$ cat src/rtl/cla_seq_adder_ctrl_pkg.sv
// Shared types and helpers for the sequential carry-lookahead adder.
// Package name: cla_seq_pkg.
package cla_seq_pkg;

  localparam int SLICE_W_DEF = 7;

  typedef enum logic [1:0] {
    IDLE = 2'd0,
    RUN  = 2'd1,
    DONE = 2'd2
  } state_e;

  // Number of slice steps needed to cover a width, top slice zero-padded.
  function automatic int nsl(input int width, input int slice_w);
    return (width + slice_w - 1) / slice_w;
  endfunction

  function automatic int idx_w(input int n);
    return (n > 1) ? $clog2(n) : 1;
  endfunction

endpackage

$ cat src/rtl/cla_seq_adder_ctrl_slice.sv
// Combinational SLICE_W-bit carry-lookahead slice (module cla_slice); also exposes
// the carry into and out of bit MSB_POS so the parent can derive cout/overflow.
module cla_slice #(
  parameter int SLICE_W = 7,
  parameter int MSB_POS = SLICE_W - 1
) (
  input  logic [SLICE_W-1:0] a_i,
  input  logic [SLICE_W-1:0] b_i,
  input  logic               cin_i,
  output logic [SLICE_W-1:0] sum_o,
  output logic               cout_o,
  output logic               msb_cin_o,
  output logic               msb_cout_o
);

  logic [SLICE_W-1:0] p;
  logic [SLICE_W-1:0] g;
  logic [SLICE_W-1:0] cOut;
  logic [SLICE_W-1:0] cIn;
  logic               prod;

  // Each carry is the flattened sum-of-products form, so no carry waits on its neighbour.
  always_comb begin
    p    = a_i ^ b_i;
    g    = a_i & b_i;
    cOut = '0;
    prod = 1'b0;
    for (int k = 0; k < SLICE_W; k++) begin
      cOut[k] = g[k];
      prod    = p[k];
      for (int j = k - 1; j >= 0; j--) begin
        cOut[k] = cOut[k] | (prod & g[j]);
        prod    = prod & p[j];
      end
      cOut[k] = cOut[k] | (prod & cin_i);
    end
  end

  always_comb begin
    cIn = '0;
    for (int k = 0; k < SLICE_W; k++) begin
      cIn[k] = (k == 0) ? cin_i : cOut[k-1];
    end
  end

  assign sum_o      = p ^ cIn;
  assign cout_o     = cOut[SLICE_W-1];
  assign msb_cin_o  = cIn[MSB_POS];
  assign msb_cout_o = cOut[MSB_POS];

endmodule

$ cat src/rtl/cla_seq_adder_ctrl.sv
// Multi-cycle WIDTH-bit adder that walks one lookahead slice per cycle, LSB first.
// Optional subtract support is built when CLA_SEQ_SUB_EN is defined.
module cla_seq_adder_ctrl
  import cla_seq_pkg::*;
#(
  parameter int WIDTH   = 32,
  parameter int SLICE_W = SLICE_W_DEF
) (
  input  logic             clk,
  input  logic             rst,
  input  logic             in_valid,
  output logic             in_ready,
  input  logic [WIDTH-1:0] in_a,
  input  logic [WIDTH-1:0] in_b,
  input  logic             in_cin,
`ifdef CLA_SEQ_SUB_EN
  input  logic             in_sub,
`endif
  output logic             out_valid,
  input  logic             out_ready,
  output logic [WIDTH-1:0] out_sum,
  output logic             out_cout,
  output logic             out_ovf
);

  localparam int NSL     = nsl(WIDTH, SLICE_W);
  localparam int PW      = NSL * SLICE_W;
  localparam int IDXW    = idx_w(NSL);
  localparam int MSB_POS = (WIDTH - 1) % SLICE_W;
  localparam logic [IDXW-1:0] LAST_IDX = IDXW'(NSL - 1);

  state_e            state_q;
  logic [IDXW-1:0]   idx_q, idx_d;
  logic              carry_q;
  logic [WIDTH-1:0]  a_q, b_q;
  logic [WIDTH-1:0]  sum_q, sum_d;
  logic              outValid_q, cout_q, ovf_q;

  logic [WIDTH-1:0]   bEff;
  logic               cinEff;
  logic [PW-1:0]      aPad, bPad;
  logic [SLICE_W-1:0] aSl, bSl, slSum;
  logic               slCout, slMsbCin, slMsbCout;

`ifdef CLA_SEQ_SUB_EN
  // Subtraction is A + ~B + 1; the caller's carry is deliberately dropped.
  assign bEff   = in_sub ? ~in_b : in_b;
  assign cinEff = in_sub ? 1'b1 : in_cin;
`else
  assign bEff   = in_b;
  assign cinEff = in_cin;
`endif

  assign aPad = PW'(a_q);
  assign bPad = PW'(b_q);

  always_comb begin
    aSl = '0;
    bSl = '0;
    for (int s = 0; s < NSL; s++) begin
      if (idx_q == IDXW'(s)) begin
        aSl = aPad[s*SLICE_W +: SLICE_W];
        bSl = bPad[s*SLICE_W +: SLICE_W];
      end
    end
  end

  cla_slice #(
    .SLICE_W (SLICE_W),
    .MSB_POS (MSB_POS)
  ) u_slice (
    .a_i        (aSl),
    .b_i        (bSl),
    .cin_i      (carry_q),
    .sum_o      (slSum),
    .cout_o     (slCout),
    .msb_cin_o  (slMsbCin),
    .msb_cout_o (slMsbCout)
  );

  // Only real result bits are written back; padded sum bits of the top slice are dropped here.
  always_comb begin
    sum_d = sum_q;
    for (int i = 0; i < WIDTH; i++) begin
      if (idx_q == IDXW'(i / SLICE_W)) begin
        sum_d[i] = slSum[i % SLICE_W];
      end
    end
  end

  assign idx_d = idx_q + IDXW'(1);

  always_ff @(posedge clk) begin
    if (rst) begin
      state_q    <= IDLE;
      idx_q      <= '0;
      carry_q    <= 1'b0;
      a_q        <= '0;
      b_q        <= '0;
      sum_q      <= '0;
      outValid_q <= 1'b0;
      cout_q     <= 1'b0;
      ovf_q      <= 1'b0;
    end else begin
      case (state_q)
        IDLE: begin
          if (in_valid) begin
            a_q     <= in_a;
            b_q     <= bEff;
            carry_q <= cinEff;
            idx_q   <= '0;
            state_q <= RUN;
          end
        end
        RUN: begin
          sum_q   <= sum_d;
          carry_q <= slCout;
          idx_q   <= idx_d;
          if (idx_q == LAST_IDX) begin
            cout_q     <= slMsbCout;
            ovf_q      <= slMsbCin ^ slMsbCout;
            outValid_q <= 1'b1;
            state_q    <= DONE;
          end
        end
        DONE: begin
          if (out_ready) begin
            outValid_q <= 1'b0;
            state_q    <= IDLE;
          end
        end
        default: state_q <= IDLE;
      endcase
    end
  end

  assign in_ready  = (state_q == IDLE) && !rst;
  assign out_valid = outValid_q;
  assign out_sum   = sum_q;
  assign out_cout  = cout_q;
  assign out_ovf   = ovf_q;

endmodule
$ cat config.mk
export PLATFORM = sky130hd
export DESIGN_NAME = cla_seq_adder_ctrl
export DESIGN_NICKNAME = d
export VERILOG_FILES = /design/src/rtl/cla_seq_adder_ctrl_pkg.sv /design/src/rtl/cla_seq_adder_ctrl_slice.sv /design/src/rtl/cla_seq_adder_ctrl.sv
export SDC_FILE = /design/constraint.sdc
export NUM_CORES = 1
export LEC_CHECK = 0
export BUFFER_PORTS_ARGS = -buffer_cell sky130_fd_sc_hd__buf_2
export CORE_ASPECT_RATIO = 1.2
export CORE_MARGIN = 4
export CORE_UTILIZATION = 49
export CTS_CLUSTER_SIZE = 12
export DETAILED_ROUTE_END_ITERATION = 8
export PLACE_DENSITY = 0.84
export SLEW_MARGIN = 5
export SYNTH_ARGS = -nofsm -noshare
export SYNTH_HDL_FRONTEND = slang
export SYNTH_SLANG_ARGS = --single-unit
export TNS_END_PERCENT = 1
$ cat constraint.sdc
create_clock -name clk -period 3.3 [get_ports clk]
set_clock_uncertainty 0.15 [all_clocks]
set_input_delay 0.66 -clock clk [delete_from_list [all_inputs] [get_ports clk]]
set_output_delay 0.66 -clock clk [all_outputs]
set_load 0.005 [all_outputs]
==> impl_results.md, run 1 <==
* Worst hold slack at 0.3038 ns
* CP required at 3.41 ns
* Period minus WS final at 3.176 ns
* H-tree levels at 3
* Initial DRT Pass Iterations at 5
* RePlAce Congestion at 1.012
* Max Clk Rate at 0.3149 GHz
* Pin count of the biggest net entering global routing at 67
* Final ANT Viol Nets at 0
* Critical path class: reg -> reg
* Skew-Pair Late Insertion Delay at 0.34 ns
* GRT overflow at 0
* CTS buffer count at 9
* Synth Warn # at 0
* Period utilisation layout at 0.9624
* Placement Cell Area at 5487 sq um
* Avg Synthesized Cell Area at 7.636 sq um
* Worst Setup End Kind: register
* M2 GR Usage at 0.3938
* Final instance area at 5842 sq um
* R2R setup slack at 0.12 ns
* Post-synth cell types at 47
* Core ar. at 9564 sq um
* DP HPWL at 9588 microns
* FP Rows at 39
* CTS Sinks at 105
* Pwr/cell area at 484.5 nW/um^2
* NumNets Final at 803
* DRC violations left at 0
* Pwr Total at 2.830 mW
* Least-Margin Pin Slew at 1.133 ns
* Top_reg_cell synth: dfxtp_1
* FF+latch count, synth at 105
* MaxCap Viol Count at 0
* RSZ-0062 raised after global routing: true
* N_diodes at 0
* Detailed router's first-iteration violation count at 255
* Startpoint Class: register
* Final setup fails at 0
* Final-report hold violation count at 0
* Status: complete, no violations
* GRT met1 Usage at 0.2672
* IO buf count at 104
* Via count at 4773
* Post-Syn Nets at 714
* Worst IR drop on VDD at 0.3285 mV
* Pins Over Slew Limit at 0
* Initial Util at 0.5046
* Share of the synthesized area in the top cell type at 0.4356
* Root Driver: clkbuf_16
* Vias in the first global route at 4460
* First-pass GRT wire length at 21070 microns
* Total Routed Length at 13050 microns
* Sequential element share of the synthesized area at 0.4356
* Area delta synth->final at 21.05%
* Die Height at 116.7 microns
* Layout Utilization at 0.6108
* Slew headroom at 0.2420
* Post-synth EDFFs at 0
* Share of cells above drive strength 1 at 0.2293
* Met3 Track Usage GR at 0.04600
* Worst hold path class: reg -> reg
* Crit path DAT at 3.29 ns
* Cell Area, Synth at 4826 sq um
* Routed WL per cell at 15.41 microns
* Synth top area cells: dfxtp_1 44%, nand2_1 13%, a21oi_1 12%
* GRT Overall Usage at 0.2257
* Synth area leader: dfxtp_1
* Final setup TNS at 0 ns
* Initial antenna violation count at 0
* CP max FO at 9
* I/O Pins at 105
* Post-synthesis cell count at 632
* CTS tree: yes
* Die extent in x at 98.60 microns
* Die footprint at 11510 sq um
* Synth async-reset ratio at 0
* CTS Buffer Depth at 2
* Vias/cell at 5.635
* Leak pwr at 2.353 nW
* Reg clk slew, reported paths at 0.06 ns
* GRT busiest layer: met2
-- critical path, stage by stage, from the launching register on --
cell and delay, ns:
dfxtp_2 0.34, inv_1 0.11, ha_2 0.23, buf_4 0.16
nand2_1 0.11, and2_1 0.22, nand2_1 0.12, o211ai_1 0.16
ha_4 0.27, a211oi_4 0.26, nor3_2 0.13, or4b_4 0.60
o31ai_2 0.23
-- path summary, 6_finish.rpt --
| path | depth (start not counted) | from | to |
|---|---|---|---|
| min | 2 | out_sum[0]$_SDFFE_PP0P_ | out_sum[0]$_SDFFE_PP0P_ |
| max reg2reg | 12 | idx_q[1]$_SDFFE_PP0P_ | out_sum[12]$_SDFFE_PP0P_ |
| max | 12 | idx_q[1]$_SDFFE_PP0P_ | out_sum[12]$_SDFFE_PP0P_ |
| min reg2reg | 2 | out_sum[0]$_SDFFE_PP0P_ | out_sum[0]$_SDFFE_PP0P_ |
-- layout by cell type, fill, tap and decap left out, types with 3 or more instances in the layout --
cell type | netlist | routed
nand2_1 | 167 | 166
o21ai_0 | 23 | 20
a211oi_1 | 5 | 5
o211ai_1 | 10 | 10
o31ai_2 | 3 | 3
a31oi_1 | 9 | 9
nand3_1 | 28 | 28
or4_2 | 3 | 3
nor2_1 | 26 | 26
clkbuf_16 | 0 | 9
a22o_1 | 5 | 5
buf_4 | 0 | 20
nand3b_1 | 16 | 16
nor3_1 | 6 | 6
a21oi_1 | 115 | 114
o21ai_2 | 1 | 3
buf_2 | 12 | 104
dfxtp_1 | 105 | 103
o31ai_1 | 7 | 7
ha_1 | 12 | 8
inv_1 | 7 | 7
-- per-stage QoR --
| stage | worst slack [ns] | instances |
|---|---|---|
| final | 0.1242 | 847 |
| after global routing | -0.01186 | 847 |
| after CTS | 0.01249 | 847 |
| after detailed placement | -0.07200 | 832 |
| after global placement | 0.04809 | 832 |
| after floorplan | 0.01027 | 632 |
-- per-layer routing --
metal,vias to the layer above,share of wire
li1,2356,-
met1,2181,0.41
met2,201,0.48
met3,35,0.068
met4,0,0.035
met5,-,0
-- kinds of logic after synthesis --
family                     count (synthesis)  share of synthesized area
muxes                                      1                   0.002074
xor gates and xnor gates                   2                   0.003630
DFF                                      105                     0.4356
buffers and inverters                     55                    0.04589
adders and majority gates                 13                    0.03526
AOI/OAI and AO/OA                        188                     0.2263
and+or+nand+nor                          268                     0.2512
-- synthesized netlist by cell type (9+ instances only) --
library cell  instances
nand2_1             167
buf_2                12
o211ai_1             10
nand3b_1             16
ha_1                 12
nor2_1               26
a31oi_1               9
clkbuf_1             29
a21oi_1             115
dfxtp_1             105
o21ai_0              23
nand3_1              28
-- registers in the layout, summed over array words and instances, names as in the netlist --
name       count
b_q           32
out_cout       1
idx_q          3
carry_q        1
out_ovf        1
out_valid      1
out_sum       32
state_q        2
a_q           32
-- power breakdown --
part           switching [mW]  internal [mW]
Clock                   0.445          0.623
Combinational           0.238          0.157
Sequential             0.0411           1.33
-- cell type report --
cell class	instances	area [sq um]
multi-input cells	472	2557
flip-flops and latches	105	2107
inverters	7	26.28
clock buffers	12	256.5
repair buffers	126	701.9
fillers	886	3722
well taps	123	153.9
clock inverters	2	38.79
-- timing repair --
action,4_1_cts,5_1_grt
hold buffers,0,0
hold endpoints to repair,0,0
setup endpoints to repair,7,16
resized for setup,4,12
pin swaps,1,3
buffers inserted,1,0
Note: power is estimated with default switching activity, not from simulation.
==> inputs of run 2 (changes only) <==
--- a/config.mk
+++ b/config.mk
@@ -7,7 +7,6 @@
 export LEC_CHECK = 0
 export BUFFER_PORTS_ARGS = -buffer_cell sky130_fd_sc_hd__buf_2
 export CORE_ASPECT_RATIO = 1.2
-export CORE_MARGIN = 4
 export CORE_UTILIZATION = 49
 export CTS_CLUSTER_SIZE = 12
 export DETAILED_ROUTE_END_ITERATION = 8
==> run 2 against run 1 <==
Net effect: via count down 0.15%; setup slack worse by 0.031 ns; power about the same; sequential power about the same; count of clock-buffer cells in the layout unchanged; critical endpoint is now out_sum[19]$_SDFFE_PP0P_; largest cell class unchanged.
==> impl_results.md, run 2 (synthesis results as in run 1) <==
* H-tree levels at 3
* Initial antenna violation count at 0
* First-pass GRT wire length at 21110 microns
* Worst IR drop on VDD at 0.3724 mV
* Initial Util at 0.5046
* Pwr/cell area at 484.8 nW/um^2
* Post-cts hold buffer count at 0
* I/O Pins at 105
* Pwr Total at 2.832 mW
* # fillers at 854
* Vias in the first global route at 4430
* RSZ-0062 raised after global routing: true
* Most common cell after layout, fill and taps aside: nand2_1
* Period minus WS final at 3.207 ns
* Final instance area at 5842 sq um
* Initial DRT Pass Iterations at 7
* Die footprint at 10250 sq um
* Depth of the most critical reg-to-reg path at 12
* CTS tree: yes
* RePlAce Congestion at 0.9035
* Period utilisation layout at 0.9718
* Pins Over Slew Limit at 0
* Status: complete, no violations
* Via count at 4766
* Share of cells above drive strength 1 at 0.2294
* DRC violations left at 0
* GRT overflow at 0
* NumNets Final at 807
* Leak pwr at 2.393 nW
* Crit path DAT at 3.31 ns
* Die extent in x at 92.60 microns
* CTS buffer count at 9
* CTS Buffer Depth at 2
* CP required at 3.40 ns
* Worst hold slack at 0.3016 ns
* Core ar. at 9564 sq um
* CP max FO at 6
* Vias/cell at 5.600
* Least-Margin Pin Slew at 0.7707 ns
* Critical path class: reg -> reg
* GRT Overall Usage at 0.2601
* Startpoint Class: register
* N_diodes at 0
* Commonest cells after routing, fill and taps aside: 166 x nand2_1, 115 x a21oi_1, 104 x buf_2
* Reg clk slew, reported paths at 0.07 ns
* CTS Sinks at 105
* Die Height at 110.7 microns
* Skew-Pair Late Insertion Delay at 0.35 ns
* Total Routed Length at 12790 microns
* Worst hold path class: reg -> reg
* FP Rows at 39
* IO buf count at 104
* Final setup fails at 0
* Worst Setup End Kind: register
* Area delta synth->final at 21.05%
* Final ANT Viol Nets at 0
* Slew headroom at 0.4843
* Hold Crit Depth at 2
* Max Clk Rate at 0.3118 GHz
* Routed WL per cell at 15.03 microns
* Detailed router's first-iteration violation count at 318
* Pin count of the biggest net entering global routing at 65
* MaxCap Viol Count at 0
* DP HPWL at 9578 microns
* Root Driver: clkbuf_16
* Placement Cell Area at 5517 sq um
* Final-report hold violation count at 0
run 2: area by class of cell:
cell class	instances	area [sq um]	area share
multi-input combinational	472	2534	0.4337
clock inverter	2	38.79	0.006640
tap	123	153.9	0.02634
timing repair buffer	130	728.2	0.1247
sequential	105	2105	0.3602
clock buffer	12	256.5	0.04391
inverter	7	26.28	0.004498
run 2: worst max-delay path, stage by stage (launching register included):
cell     delay, ns
dfxtp_2       0.36
inv_1         0.07
ha_1          0.22
and2_2        0.25
a22o_1        0.24
a31oi_1       0.13
o21ai_0       0.14
ha_1          0.37
buf_4         0.16
nor2_1        0.04
o21a_1        0.18
or4b_4        0.57
o31ai_2       0.22
run 2: metrics by stage:
stage | TNS [ns] | cells | setup WS [ns] | utilization
global route | -0.3107 | 851 | -0.04953 | 0.6108
CTS | 0 | 851 | 0.01181 | 0.6086
floorplan | 0 | 632 | 0.01027 | -
detailed placement | -0.006064 | 836 | -0.006064 | 0.5768
global placement | 0 | 836 | 0.1157 | 0.5768
finish | 0 | 851 | 0.09312 | 0.6108
run 2: final timing paths:
check                     startpoint                        to  slack [ns]
max reg2reg    idx_q[0]$_SDFFE_PP0P_  out_sum[19]$_SDFFE_PP0P_        0.09
max            idx_q[0]$_SDFFE_PP0P_  out_sum[19]$_SDFFE_PP0P_        0.09
min reg2reg  out_sum[9]$_SDFFE_PP0P_   out_sum[9]$_SDFFE_PP0P_        0.30
min          out_sum[9]$_SDFFE_PP0P_   out_sum[9]$_SDFFE_PP0P_        0.30
run 2: power by group:
part | internal (mW) | switching (mW) | total, mW | leakage [nW]
sequential | 1.33 | 0.0436 | 1.37 | 0.858
clock | 0.623 | 0.448 | 1.07 | 0.145
combinational | 0.156 | 0.236 | 0.392 | 1.39
run 2: what timing repair did:
| action | CTS | global route |
|---|---|---|
| endpoints found under the setup margin | 3 | 16 |
| buffers inserted | 1 | 0 |
| gates resized for setup | 1 | 10 |
| pin swaps | 1 | 6 |
| gates cloned | 0 | 0 |
run 2: routing by layer:
metal | vias up | global-route usage | part of all wire
met5 | - | 0 | 0
met1 | 2190 | 0.3261 | 0.42
met2 | 173 | 0.4296 | 0.50
met3 | 31 | 0.05007 | 0.058
met4 | 0 | 0.1156 | 0.029
li1 | 2372 | - | -
==> inputs of run 3 (changes only) <==
--- a/config.mk
+++ b/config.mk
@@ -7,10 +7,10 @@
 export LEC_CHECK = 0
 export BUFFER_PORTS_ARGS = -buffer_cell sky130_fd_sc_hd__buf_2
 export CORE_ASPECT_RATIO = 1.2
-export CORE_UTILIZATION = 49
+export CORE_UTILIZATION = 50
 export CTS_CLUSTER_SIZE = 12
 export DETAILED_ROUTE_END_ITERATION = 8
-export PLACE_DENSITY = 0.84
+export PLACE_DENSITY = 0.82
 export SLEW_MARGIN = 5
 export SYNTH_ARGS = -nofsm -noshare
 export SYNTH_HDL_FRONTEND = slang
==> constraint.sdc (replaced) <==
create_clock -name clk -period 3.55 [get_ports clk]
set_clock_uncertainty 0.15 [all_clocks]
set_input_delay 0.71 -clock clk [delete_from_list [all_inputs] [get_ports clk]]
set_output_delay 0.71 -clock clk [all_outputs]
set_load 0.005 [all_outputs]
==> run 3 against run 2 <==
Net effect: non-clock buffer count fell by 13; core utilization hardly changed; sequential share of layout area grew 1.3 points; cell count shrank 1.6%; fmax is 5.1% lower; critical path depth shrank 3; critical path type unchanged; critical endpoint is now out_sum[12]$_SDFFE_PP0P_; largest power group unchanged.
==> impl_results.md, run 3 (synthesis results as in run 1) <==
* Least-Margin Pin Slew at 1.157 ns
* H-tree levels at 3
* Crit path DAT at 3.52 ns
* Final setup fails at 0
* Total Routed Length at 12180 microns
* Share of cells above drive strength 1 at 0.2120
* FP Rows at 38
* Status: complete, no violations
* Register Area at 2103 sq um
* Layout Utilization at 0.6106
* Core ar. at 9224 sq um
* Pins Over Slew Limit at 0
* Slew headroom at 0.2259
* Final instance area at 5632 sq um
* Period utilisation layout at 0.9516
* Initial DRT Pass Iterations at 5
* Initial antenna violation count at 0
* Area delta synth->final at 16.70%
* N_diodes at 0
* GRT Overall Usage at 0.2500
* Commonest cells after routing, fill and taps aside: 166 x nand2_1, 114 x a21oi_1, 104 x dfxtp_1, 104 x buf_2, 28 x nand3_1
* I/O Pins at 105
* Die footprint at 10050 sq um
* Skew-Pair Late Insertion Delay at 0.38 ns
* Via count at 4674
* Family with the most delay on the worst path: simple AND/OR/NAND/NOR gates
* Final ANT Viol Nets at 0
* Worst Setup End Kind: register
* Critical-path cell with the highest stage delay: or4b_4
* Multi-input logic area at 2521 sq um
* Leak pwr at 2.267 nW
* RSZ-0062 raised after global routing: true
* Die Height at 109.6 microns
* Final setup TNS at 0 ns
* Most common cell after layout, fill and taps aside: nand2_1
* Routed WL per cell at 14.55 microns
* First-pass GRT wire length at 20040 microns
* GRT overflow at 0
* CTS Sinks at 105
* Startpoint Class: register
* Root Driver: clkbuf_8
* Vias/cell at 5.584
* DP HPWL at 8957 microns
* Detailed router's first-iteration violation count at 296
* Cell seen most often among critical-path stages: ha_1
* Max Clk Rate at 0.2960 GHz
* Post-cts hold buffer count at 0
* RePlAce Congestion at 0.9101
* Final-report hold violation count at 0
* CTS tree: yes
* CP max FO at 14
* Crit path buf inv count at 0
* Reg clk slew, reported paths at 0.10 ns
* CTS Buffer Depth at 2
* Placement Cell Area at 5406 sq um
* Worst hold slack at 0.3109 ns
* CTS buffer count at 9
* Pin count of the biggest net entering global routing at 67
* CP required at 3.69 ns
* Worst IR drop on VDD at 0.2557 mV
* MaxCap Viol Count at 0
* R2R setup slack at 0.17 ns
* Die extent in x at 91.69 microns
* IO buf count at 104
* # fillers at 865
* Critical path class: reg -> reg
* Critical path cell sequence: ha_1, ha_1, or2_2, o211ai_1, ha_1, a211oi_4, nor3_2, or4b_4, o31ai_2
* Crit path largest cell delay at 0.59 ns
* DRC violations left at 0
* Initial Util at 0.5232
* Period minus WS final at 3.378 ns
* Vias in the first global route at 4338
* NumNets Final at 794
* Worst hold path class: reg -> reg
* Pwr/cell area at 423.3 nW/um^2
run 3: cell count changes in the layout (fill, tap and decap cells not counted), sizes merged:
cell,change
clkbuf,-2
inv,+3
clkinvlp,+1
buf,-13
run 3: tightest hold or removal path, delay by kind of cell (launching register included):
family	cells	cell delay (ns)
flip-flops	1	0.32
AND/OR/NAND/NOR	1	0.05
AO/OA/AOI/OAI	1	0.05
run 3: worst paths after layout:
path	start	cells past startpoint	endpoint
setup / recovery	idx_q[0]$_SDFFE_PP0P_	9	out_sum[12]$_SDFFE_PP0P_
hold reg to reg	out_sum[14]$_SDFFE_PP0P_	2	out_sum[14]$_SDFFE_PP0P_
setup reg to reg	idx_q[0]$_SDFFE_PP0P_	9	out_sum[12]$_SDFFE_PP0P_
hold / removal	out_sum[14]$_SDFFE_PP0P_	2	out_sum[14]$_SDFFE_PP0P_
run 3: power breakdown:
part | total [mW] | switching, mW | internal [mW]
combinational | 0.345 | 0.214 | 0.131
clock | 0.770 | 0.417 | 0.354
sequential | 1.27 | 0.0363 | 1.23
run 3: cell type report:
type | instances | share of cell area
clock buffer | 10 | 0.02444
clock inverter | 6 | 0.01266
inverter | 7 | 0.004666
multi-input combinational | 472 | 0.4477
sequential | 105 | 0.3735
tap | 120 | 0.02666
timing repair buffer | 117 | 0.1104
run 3: per-layer routing:
metal	wire [microns]	part of all wire	up-vias	track usage
li1	-	-	2336	-
met1	5175	0.42	2125	0.3014
met2	5986	0.49	178	0.4356
met3	666	0.055	35	0.04219
met4	352	0.029	0	0.1190
met5	0	0	-	0
run 3: repair_timing:
item | CTS | global route
endpoints found under the setup margin | 0 | 12
setup buffers | 0 | 0
resized for setup | 0 | 4
run 3: through the flow:
stage	setup slack, ns	std cells	power, mW
CTS	0.1686	837	2.388
detailed placement	0.1972	821	1.634
floorplan	0.02614	632	1.521
global placement	0.3596	821	1.621
global route	-0.02476	837	2.489
finish	0.1720	837	2.384
